==> src/rtl/seq_svm_lanes.sv <==
// Sequential linear-SVM classifier processing LANES features per beat, with start/done handshake.
// Define SVM_ACC_SAT_EN to saturate every accumulator add (including the bias add) instead of wrapping.
module seq_svm_lanes #(
    parameter int N_FEATURES = 16,
    parameter int IN_W       = 8,
    parameter int W_W        = 8,
    parameter int B_W        = 8,
    parameter int BIAS_SHIFT = 4,
    parameter int LANES      = 2,
    parameter int ACC_W      = 20
) (
    input  logic                       clk,
    input  logic                       rst_n,
    input  logic                       start,
    input  logic [IN_W*N_FEATURES-1:0] inputs,
    input  logic [W_W*N_FEATURES-1:0]  weights,
    input  logic [B_W-1:0]             bias,
    output logic                       busy,
    output logic                       done,
    output logic [ACC_W-1:0]           score,
    output logic                       class_o
);

    // state | meaning
    // IDLE  | waiting for start; inputs captured on acceptance
    // ACC   | one beat per cycle, LANES products summed into acc
    // BIAS  | add shifted bias, publish score/class_o, pulse done
    typedef enum logic [1:0] {IDLE, ACC, BIAS} state_t;

    localparam int BEATS  = (N_FEATURES + LANES - 1) / LANES;
    localparam int CW     = $clog2(BEATS + 1);
    localparam int PROD_W = W_W + IN_W + 1;
    localparam int LSUM_W = PROD_W + $clog2(LANES);
    localparam int BT_W   = B_W + BIAS_SHIFT;
    localparam int WIDE_W = ACC_W + LSUM_W + BT_W + 1;

`ifdef SVM_ACC_SAT_EN
    localparam logic signed [WIDE_W-1:0] SAT_MAX = {{(WIDE_W-ACC_W+1){1'b0}}, {(ACC_W-1){1'b1}}};
    localparam logic signed [WIDE_W-1:0] SAT_MIN = ~SAT_MAX;
`endif

    state_t                     state_q, state_d;
    logic [CW-1:0]              beat_q, beat_d;
    logic [IN_W*N_FEATURES-1:0] x_q, x_d;
    logic signed [ACC_W-1:0]    acc_q, acc_d;
    logic [ACC_W-1:0]           score_d;
    logic                       class_d, done_d, busy_d;

    logic [W_W-1:0]             w_tab [LANES][BEATS];
    logic [IN_W-1:0]            x_tab [LANES][BEATS];
    logic signed [PROD_W-1:0]   prod [LANES];
    logic signed [LSUM_W-1:0]   lane_sum;
    logic signed [WIDE_W-1:0]   bias_term;
    logic signed [ACC_W-1:0]    acc_next, bias_sum;

    // The operand tables are padded with zeros so a lane past N_FEATURES
    // multiplies 0 and no out-of-range feature slice is ever formed.
    for (genvar l = 0; l < LANES; l++) begin : g_lane
        for (genvar b = 0; b < BEATS; b++) begin : g_beat
            localparam int J = b * LANES + l;
            if (J < N_FEATURES) begin : g_real
                assign w_tab[l][b] = weights[J*W_W +: W_W];
                assign x_tab[l][b] = x_q[J*IN_W +: IN_W];
            end else begin : g_pad
                assign w_tab[l][b] = '0;
                assign x_tab[l][b] = '0;
            end
        end

        logic [W_W-1:0]  w_sel;
        logic [IN_W-1:0] x_sel;
        always_comb begin
            w_sel = '0;
            x_sel = '0;
            for (int b = 0; b < BEATS; b++) begin
                if (beat_q == CW'(b)) begin
                    w_sel = w_tab[l][b];
                    x_sel = x_tab[l][b];
                end
            end
            prod[l] = PROD_W'($signed(w_sel)) * PROD_W'($signed({1'b0, x_sel}));
        end
    end

    always_comb begin
        lane_sum = '0;
        for (int l = 0; l < LANES; l++) begin
            lane_sum = lane_sum + LSUM_W'(prod[l]);
        end
    end

    // Adds are done wide, then wrapped (truncated) or clamped to ACC_W.
    function automatic logic signed [ACC_W-1:0] acc_add(input logic signed [ACC_W-1:0]  a,
                                                        input logic signed [WIDE_W-1:0] b);
        logic signed [WIDE_W-1:0] s;
        s = WIDE_W'(a) + b;
`ifdef SVM_ACC_SAT_EN
        if (s > SAT_MAX) s = SAT_MAX;
        else if (s < SAT_MIN) s = SAT_MIN;
`endif
        return $signed(s[ACC_W-1:0]);
    endfunction

    assign bias_term = WIDE_W'($signed(bias)) <<< BIAS_SHIFT;
    assign acc_next  = acc_add(acc_q, WIDE_W'(lane_sum));
    assign bias_sum  = acc_add(acc_q, bias_term);

    always_comb begin
        state_d = state_q;
        beat_d  = beat_q;
        x_d     = x_q;
        acc_d   = acc_q;
        score_d = score;
        class_d = class_o;
        done_d  = 1'b0;
        busy_d  = busy;
        case (state_q)
            IDLE: begin
                if (start) begin
                    x_d     = inputs;
                    acc_d   = '0;
                    beat_d  = '0;
                    busy_d  = 1'b1;
                    state_d = ACC;
                end
            end
            ACC: begin
                acc_d  = acc_next;
                beat_d = beat_q + CW'(1);
                if (beat_q == CW'(BEATS - 1)) state_d = BIAS;
            end
            BIAS: begin
                score_d = bias_sum;
                class_d = bias_sum[ACC_W-1];
                done_d  = 1'b1;
                busy_d  = 1'b0;
                state_d = IDLE;
            end
            default: state_d = IDLE;
        endcase
    end

    always_ff @(posedge clk or negedge rst_n) begin
        if (!rst_n) begin
            state_q <= IDLE;
            beat_q  <= '0;
            x_q     <= '0;
            acc_q   <= '0;
            score   <= '0;
            class_o <= 1'b0;
            done    <= 1'b0;
            busy    <= 1'b0;
        end else begin
            state_q <= state_d;
            beat_q  <= beat_d;
            x_q     <= x_d;
            acc_q   <= acc_d;
            score   <= score_d;
            class_o <= class_d;
            done    <= done_d;
            busy    <= busy_d;
        end
    end

endmodule

==> config.mk <==
export PLATFORM = sky130hd
export DESIGN_NAME = seq_svm_lanes
export DESIGN_NICKNAME = d
export VERILOG_FILES = /design/src/rtl/seq_svm_lanes.sv
export SDC_FILE = /design/constraint.sdc
export NUM_CORES = 1
export LEC_CHECK = 0
export BUFFER_PORTS_ARGS = -buffer_cell sky130_fd_sc_hd__buf_4
export CORE_MARGIN = 2
export CORE_UTILIZATION = 53
export CTS_BUF_LIST = sky130_fd_sc_hd__clkbuf_2
export DETAILED_ROUTE_END_ITERATION = 8
export GPL_TIMING_DRIVEN = 0
export PLACE_DENSITY = 0.8
export SYNTH_ARGS = -nofsm -noshare
export SYNTH_HDL_FRONTEND = slang
export SYNTH_SLANG_ARGS = --single-unit
==> constraint.sdc <==
create_clock -name clk -period 7.3 [get_ports clk]
set_clock_uncertainty 0.05 [all_clocks]
set_input_delay 1.095 -clock clk [delete_from_list [all_inputs] [get_ports clk]]
set_output_delay 1.095 -clock clk [all_outputs]
set_load 0.03 [all_outputs]
=== Word level (Yosys, flattened, before mapping) ===
Cells that the tools add are included.
W data, S select, Z words.

* Eq/ne operators: 11
* $mul: 2
* Reduce and logical (&&, ||, !) cells: 8
* Multiplexer cells: 42
* Add/sub/neg operators: 4

{| class="wikitable"
|+ Operators with widths
! operator !! number
|-
| $mux W8 || 32
|-
| $pmux W20 S2 || 1
|-
| $mul A8 B9 Y17 || 2
|-
| $add A20 B12 Y20 || 1
|-
| $add A20 B18 Y20 || 1
|-
| $mux W20 || 1
|-
| $add A17 B17 Y18 || 1
|-
| $eq A4 B3 Y1 const B || 4
|-
| $eq A4 B2 Y1 const B || 2
|-
| $pmux W4 S2 || 1
|-
| $reduce_and A2 Y1 || 4
|-
| $add A4 B1 Y4 const B || 1
|-
| $eq A4 B1 Y1 const B || 1
|-
| $logic_not A4 Y1 || 1
|-
| $mux W2 || 2
|-
| $mux W4 || 1
|-
| $ne A2 B2 Y1 const B || 2
|-
| $pmux W2 S2 || 1
|-
| $reduce_bool A2 Y1 || 2
|-
| $eq A2 B1 Y1 const B || 1
|-
| $eq A2 B2 Y1 const B || 1
|-
| $logic_not A2 Y1 || 1
|-
| $mux W1 || 2
|-
| $pmux W1 S2 || 1
|}

* Output and inout bits: 23
* Bits in registers: 177
* Bits of input ports: 267

=== Longest topological paths before layout ===
Gate-level depths: netlist of the first run.

* Depth in word-level cells: 13
* Mapped depth: 32
* Depth with buffers taken out: 29

=== Worst setup path after synthesis of the first run ===
Ideal clock, no wire load.

* Path kind: reg-to-reg
* Start: register beat_q[0]
* End: register acc_q[18]
* Slack: 333 ps
* Required time: 7,128 ps
* Data arrival time: 6,796 ps
* Stages on the path, launching flop included: 28
* Library setup time: 122 ps
* Path through: dfrtp_1 inv_1 ha_1 buf_2 buf_2 o21ai_2 buf_2 a221oi_2 a221oi_4 nor2_1 fa_1 inv_1 fa_1 fa_1 inv_1 fa_1 fa_1 inv_1 fa_1 inv_1 ha_1 and3_1 o21a_1 o21a_1 o221ai_1 a21oi_1 or3_1 a32o_1

* Cells in the longest elaborated chain, start to end: 13
* Elaborated cells between the ends (all ways): 45
* Classes of those cells: add/sub (2); mul (2); eq/ne (7); mux (33); reduce/logical (1)

{| class="wikitable"
|+ RTL lines
! item !! line !! source
|-
| from (decl) || 43 || <nowiki>logic [CW-1:0] beat_q, beat_d;</nowiki>
|-
| from (signal assigned) || 155 || <nowiki>beat_q <= beat_d;</nowiki>
|-
| $logic_not A4 Y1 || 76 || <nowiki>if (beat_q == CW'(b)) begin</nowiki>
|-
| $mux W8 (8 in series) || 76 ||
|-
| $mul A8 B9 Y17 || 81 || <nowiki>prod[l] = PROD_W'($signed(w_sel)) * PROD_W'($signed({1'b0, x_sel}));</nowiki>
|-
| $add A17 B17 Y18 (*) || 88 || <nowiki>lane_sum = lane_sum + LSUM_W'(prod[l]);</nowiki>
|-
| $add A20 B18 Y20 (*) || 96 || <nowiki>s = WIDE_W'(a) + b;</nowiki>
|-
| $pmux W20 S2 (*) || 117 || <nowiki>case (state_q)</nowiki>
|-
| to (signal assigned) || 148 || <nowiki>acc_q <= '0;</nowiki>
|-
| to (signal assigned) || 157 || <nowiki>acc_q <= acc_d;</nowiki>
|-
| to (decl) || 45 || <nowiki>logic signed [ACC_W-1:0] acc_q, acc_d;</nowiki>
|}

Mark *: on every way between the ends. The rest lies on a longest branch, timed or not.
A chain may end at the register's enable or synchronous reset.

=== Worst setup path after layout of the first run ===
* Start: register beat_q[1]
* End: register acc_q[18]

The elaborated chain is that of the path after synthesis.

==> results of run 1 <==
[how the worst max path moves through the flow]
| stage | start | end | slack (ns) | depth (start not counted) |
|---|---|---|---|---|
| 6_report | beat_q[1] | acc_q[18] | -0.10 | 28 |
| 5_1_grt | beat_q[1] | acc_q[18] | -0.30 | 29 |
| 4_1_cts | beat_q[1] | acc_q[16] | -0.05 | 28 |
| 3_5_place_dp | beat_q[1] | acc_q[18] | -0.87 | 28 |
| 3_3_place_gp | beat_q[0] | acc_q[18] | -0.76 | 25 |
| 2_1_floorplan | beat_q[0] | acc_q[18] | 0.33 | 27 |
[flip-flops by register name (all words and copies together), names as in the netlist]
signal / cells
acc_q: 20
beat_q: 4
busy: 1
done: 1
score: 20
state_q: 2
x_q: 128
[repair_timing]
action,CTS,global route
hold endpoints to repair,0,0
setup endpoints to repair,12,10
pin swaps,25,29
cloned,1,1
setup buffers,44,7
resized for setup,109,53
[kinds of logic after synthesis]
group	Yosys count	synth area share [%]
AND/OR/NAND/NOR	778	20.6
adder cells (fa/ha/maj)	226	24.1
buffers and inverters	264	7.12
multiplexers	6	0.577
XOR/XNOR	24	1.36
flip-flops	176	28.6
AO/OA/AOI/OAI	318	17.7
[cell type report]
cell class / instances / share of cell area [%]
Multi-Input combinational cell: 1352 / 53.5
Sequential cell: 176 / 22.6
Timing Repair Buffer: 343 / 13.7
Inverter: 174 / 3.35
Buffer: 90 / 3.09
Tap cell: 384 / 2.47
Clock inverter: 15 / 0.841
Clock buffer: 17 / 0.437
Antenna cell: 4 / 0.0514
[per-layer routing]
metal  vias to the layer above  wire length, um
li1                       6587                -
met3                       196             4420
met5                         -                0
met2                       860            26600
met1                      7186            19100
met4                         0             3000
[through the flow]
step | std cells | setup TNS (ns) | utilization (%)
floorplan | 1792 | 0 | -
global placement | 2465 | -4.78 | 63.1
detailed placement | 2466 | -5.84 | 63.2
CTS | 2543 | -0.0812 | 67.2
global route | 2555 | -0.986 | 68.1
finish | 2555 | -0.216 | 68.1
[placed cells by master (no fill, tap or decap), types with 6 or more instances in the layout]
cell and instances:
o21a_1 6, buf_2 12, ha_1 98, and2_1 8
a221oi_4 36, clkbuf_1 39, or2_1 26, a221o_1 26
buf_4 347, buf_8 7, xnor2_1 12, ha_4 8
o21ai_4 8, buf_6 11, clkbuf_4 7, o21ai_0 86
xor2_1 12, a21oi_1 23, nand2_1 541, fa_1 114
a21o_1 10, o21ai_1 30, a221oi_2 16, inv_2 7
nor2b_1 8, a211oi_1 9, o21ai_2 16, clkbuf_2 18
nand3_1 17, dfrtp_1 176, nor2_1 129, nand2b_1 18
inv_1 166
==> impl_metrics.ini, run 1 <==
[status]
status = complete, but fails checks
violations = negative setup slack

[routing]
wire_per_inst_um = 20.8
firstDrtPassIters = 9
wirelength_um = 53000
vias = 14829
drc = 0
first_iter_violations = 1485
antenna_left = 0
via_per_inst = 5.80

[global_routing]
grt_pass1_vias = 15068
top_usage_layer = met2
grt_util_met2_pct = 60.3
antenna_found_initial = 4
met3_usage_pct = 6.41
met1_usage_pct = 42.0
grt_pass1_wl_um = 81900
track_usage_pct = 35.1
grt_max_degree = 105
grt-ovfl-total = 0

[clocking]
cts_made_buffers = 17
cts_buffer_depth = 2
insertion_delay_ns = 0.91
cts_tree = built
hold_buffers = 0
cts_num_sinks = 176
root_buffer = clkbuf_2
h-tree-depth = 4
clkTransAtPathRegs_ns = 0.40

[place]
gp_congestion = 1.00
placed_area_sq_um = 18100
numPortBuffers = 289
place_worst_setup_slack_ns = -0.867
dp_hpwl_um = 41500

[cells_and_area]
multi_input_area_sq_um = 10400
areaGrowthSynthToFinish_pct = 26.5
drive_gt1_share_pct = 25.4
nNetsFinal = 2647
fillers = 2233
finish.instance_area_sq_um = 19500
seq_area_sq_um = 4400

[timing]
slew_viol_final = 0
setup-violations-final = 3
layout_setup_ws_ns = -0.102
fmax_mhz = 135
max-slew-margin-rel_pct = 44.9
whs_ns = 0.0628
hold_violations = 0
rsz0062_at_grt = yes
tightest_slew_ns = 0.826
period_needed_ns = 7.40
period_share_pct = 101

[min_path]
hp-class = in -> async

[synth]
yosys.area.top_type_share_pct = 28.6
synth_edf_count = 0
syn_avg_cell_area_sq_um = 8.60
post-synth-top-count-cell = nand2_1
yosys-top-cells-count = nand2_1, dfrtp_1, inv_1
syn_area_sq_um = 15400
synth_fp_nets = 2285
yosysUniqueCellTypes = 61
ys.flop_type = dfrtp_1
synthCells = 1792
yosysTopAreaCell = dfrtp_1
synth_area_leaders = dfrtp_1, fa_1, nand2_1
ys_seq_elements = 176
seq_area_frac_synth_pct = 28.6
synth_warnings = 0
async_reset_ff_share_pct = 100

[critical_path]
r2r_slack_ns = -0.10
critPathLaunchType = flop
r2r_end = acc_q[18]
critPathMostFrequentCell = fa_1
critPathTopFamily = adder cells
reg2reg_depth = 28
worstPathRequired_ns = 8.03
cp-end-kind = flop
reg2reg_from = beat_q[1]
critPathArrivalTime_ns = 8.13
cp_max_fo = 10
cp_num_buf_inv = 7
slowest_stage = fa_1
crit_type = reg -> reg
slowest_delay_ns = 0.54

[floorplan]
die_h_um = 174
die_x_um = 174
core_sq_um = 28600
start_util_pct = 53.8
rows = 62
io_pins = 290
dieArea_sq_um = 30400

[flow_run]
cap_violations = 0
Power of run 1 is not shown: default switching activity piles up to over one toggle a cycle in this logic, so the estimate is an artifact.
==> run 2: changes to the inputs <==
RECOVER_POWER = 25   (was not set)
==> run 2 against run 1 <==
Against the previous run: the flow finishes with violations (max-capacitance violations, max-slew violations, negative setup slack); worst setup slack got worse by 0.018 ns; sequential share of layout area barely moved; non-clock buffer count stayed put.
==> impl_metrics.ini, run 2 (synthesized netlist as in run 1, its figures left out) <==
[timing]
whs_ns = 0.306
tightest_slew_ns = 4.21
rsz0062_at_grt = yes
setup-violations-final = 3
period_share_pct = 102
max-slew-margin-rel_pct = -181
fmax_mhz = 135
period_needed_ns = 7.42
slew_viol_final = 179
hold_violations = 0
layout_setup_ws_ns = -0.120

[critical_path]
critPathLaunchType = flop
crit_type = reg -> reg
critPathMostFrequentCell = fa_1
cp-end-kind = flop
slowest_delay_ns = 0.55
critPathArrivalTime_ns = 8.13
cp_num_buf_inv = 7
slowest_stage = fa_1
cp_max_fo = 10
critPathTopFamily = adder cells
worstPathRequired_ns = 8.01

[place]
dp_hpwl_um = 41500
place_worst_setup_slack_ns = -0.867
numPortBuffers = 289
gp_congestion = 1.00
placed_cells = 2466

[cells_and_area]
drive_gt1_share_pct = 25.4
areaGrowthSynthToFinish_pct = 26.3
final_cell_mix = nand2_1, buf_4, dfrtp_1
final_util_pct = 68.0
nNetsFinal = 2647
top_register = x_q
stdcell_count = 2555
top_regs = x_q x128, acc_q x20, score x20
largest_reg_flops = 128
final_common_cell = nand2_1

[floorplan]
io_pins = 290
rows = 62
core_sq_um = 28600
die_h_um = 174
dieArea_sq_um = 30400
start_util_pct = 53.8
die_x_um = 174

[flow_run]
cap_violations = 2

[clocking]
cts_num_sinks = 176
insertion_delay_ns = 0.88
hold_buffers = 0
cts_made_buffers = 17
h-tree-depth = 4
clkTransAtPathRegs_ns = 0.39
cts_tree = built
root_buffer = clkbuf_2
cts_buffer_depth = 2

[routing]
wire_per_inst_um = 20.8
via_per_inst = 5.80
antenna_left = 0
vias = 14828
drc = 0
first_iter_violations = 1513
firstDrtPassIters = 8
wirelength_um = 53100

[global_routing]
grt_pass1_vias = 15068
grt-ovfl-total = 0
grt_max_degree = 105
grt_pass1_wl_um = 81900
track_usage_pct = 35.1
antenna_found_initial = 4

[min_path]
hp-class = in -> reg

[status]
violations = max-capacitance violations, max-slew violations, negative setup slack
status = complete, but fails checks
==> run 2: cell types whose count changed in the layout (fill, tap and decap cells not counted) <==
cell	change
clkbuf_1	+1
buf_16	-1
buf_8	-1
clkbuf_2	+1
==> run 2: metal layers <==
metal | share of wire [%] | vias to the layer above | wire length (um) | GRT usage, %
met4 | 5.5 | 0 | 2930 | 18.8
met2 | 50 | 886 | 26700 | 60.3
li1 | - | 6587 | - | -
met1 | 36 | 7163 | 18900 | 42.0
met3 | 8.6 | 192 | 4580 | 6.41
met5 | 0 | - | 0 | 0
==> run 2: worst paths after layout <==
| kind | end | start | cells past startpoint | slack, ns |
|---|---|---|---|---|
| hold / removal | x_q[64] | inputs[64] | 3 | 0.31 |
| hold reg to reg | x_q[90] | x_q[90] | 2 | 0.47 |
| setup / recovery | acc_q[18] | beat_q[1] | 28 | -0.12 |
| min in group asynchronous | x_q[89] | rst_n | 1 | 1.60 |
| setup reg to reg | acc_q[18] | beat_q[1] | 28 | -0.12 |
| max in group asynchronous | score[14] | rst_n | 2 | 1.31 |
==> run 2: stage by stage <==
step,setup TNS (ns),area (sq um)
after floorplan,0,15400
after detailed placement,-5.84,18100
final,-0.261,19500
after CTS,-0.0812,19200
after global routing,-0.986,19500
after global placement,-4.78,18100
==> run 2: worst register-to-register path, delay by kind of cell (launching register included) <==
family                   cells  cell delay [ns]
AND/OR/NAND/NOR              4             0.82
flip-flops                   1             0.48
adder cells (fa/ha/maj)      8             3.39
AO/OA/AOI/OAI                9             2.02
buffers and inverters        7             0.65
==> run 2: repair_timing <==
action,CTS,global route
gates cloned,1,1
endpoints found under the setup margin,12,10
buffers inserted,44,7
gates resized for setup,109,53
pin swaps,25,29
==> run 2: area by class of cell <==
class	count	area [sq um]
multi-input cells	1352	10400
plain buffers	90	603
flip-flops and latches	176	4400
diodes	4	10.0
fillers	2236	9170
clock buffers	17	85.1
inverters	174	653
well taps	384	480
clock inverters	15	164
repair buffers	343	2630
Power of run 2 is left out for the same reason.
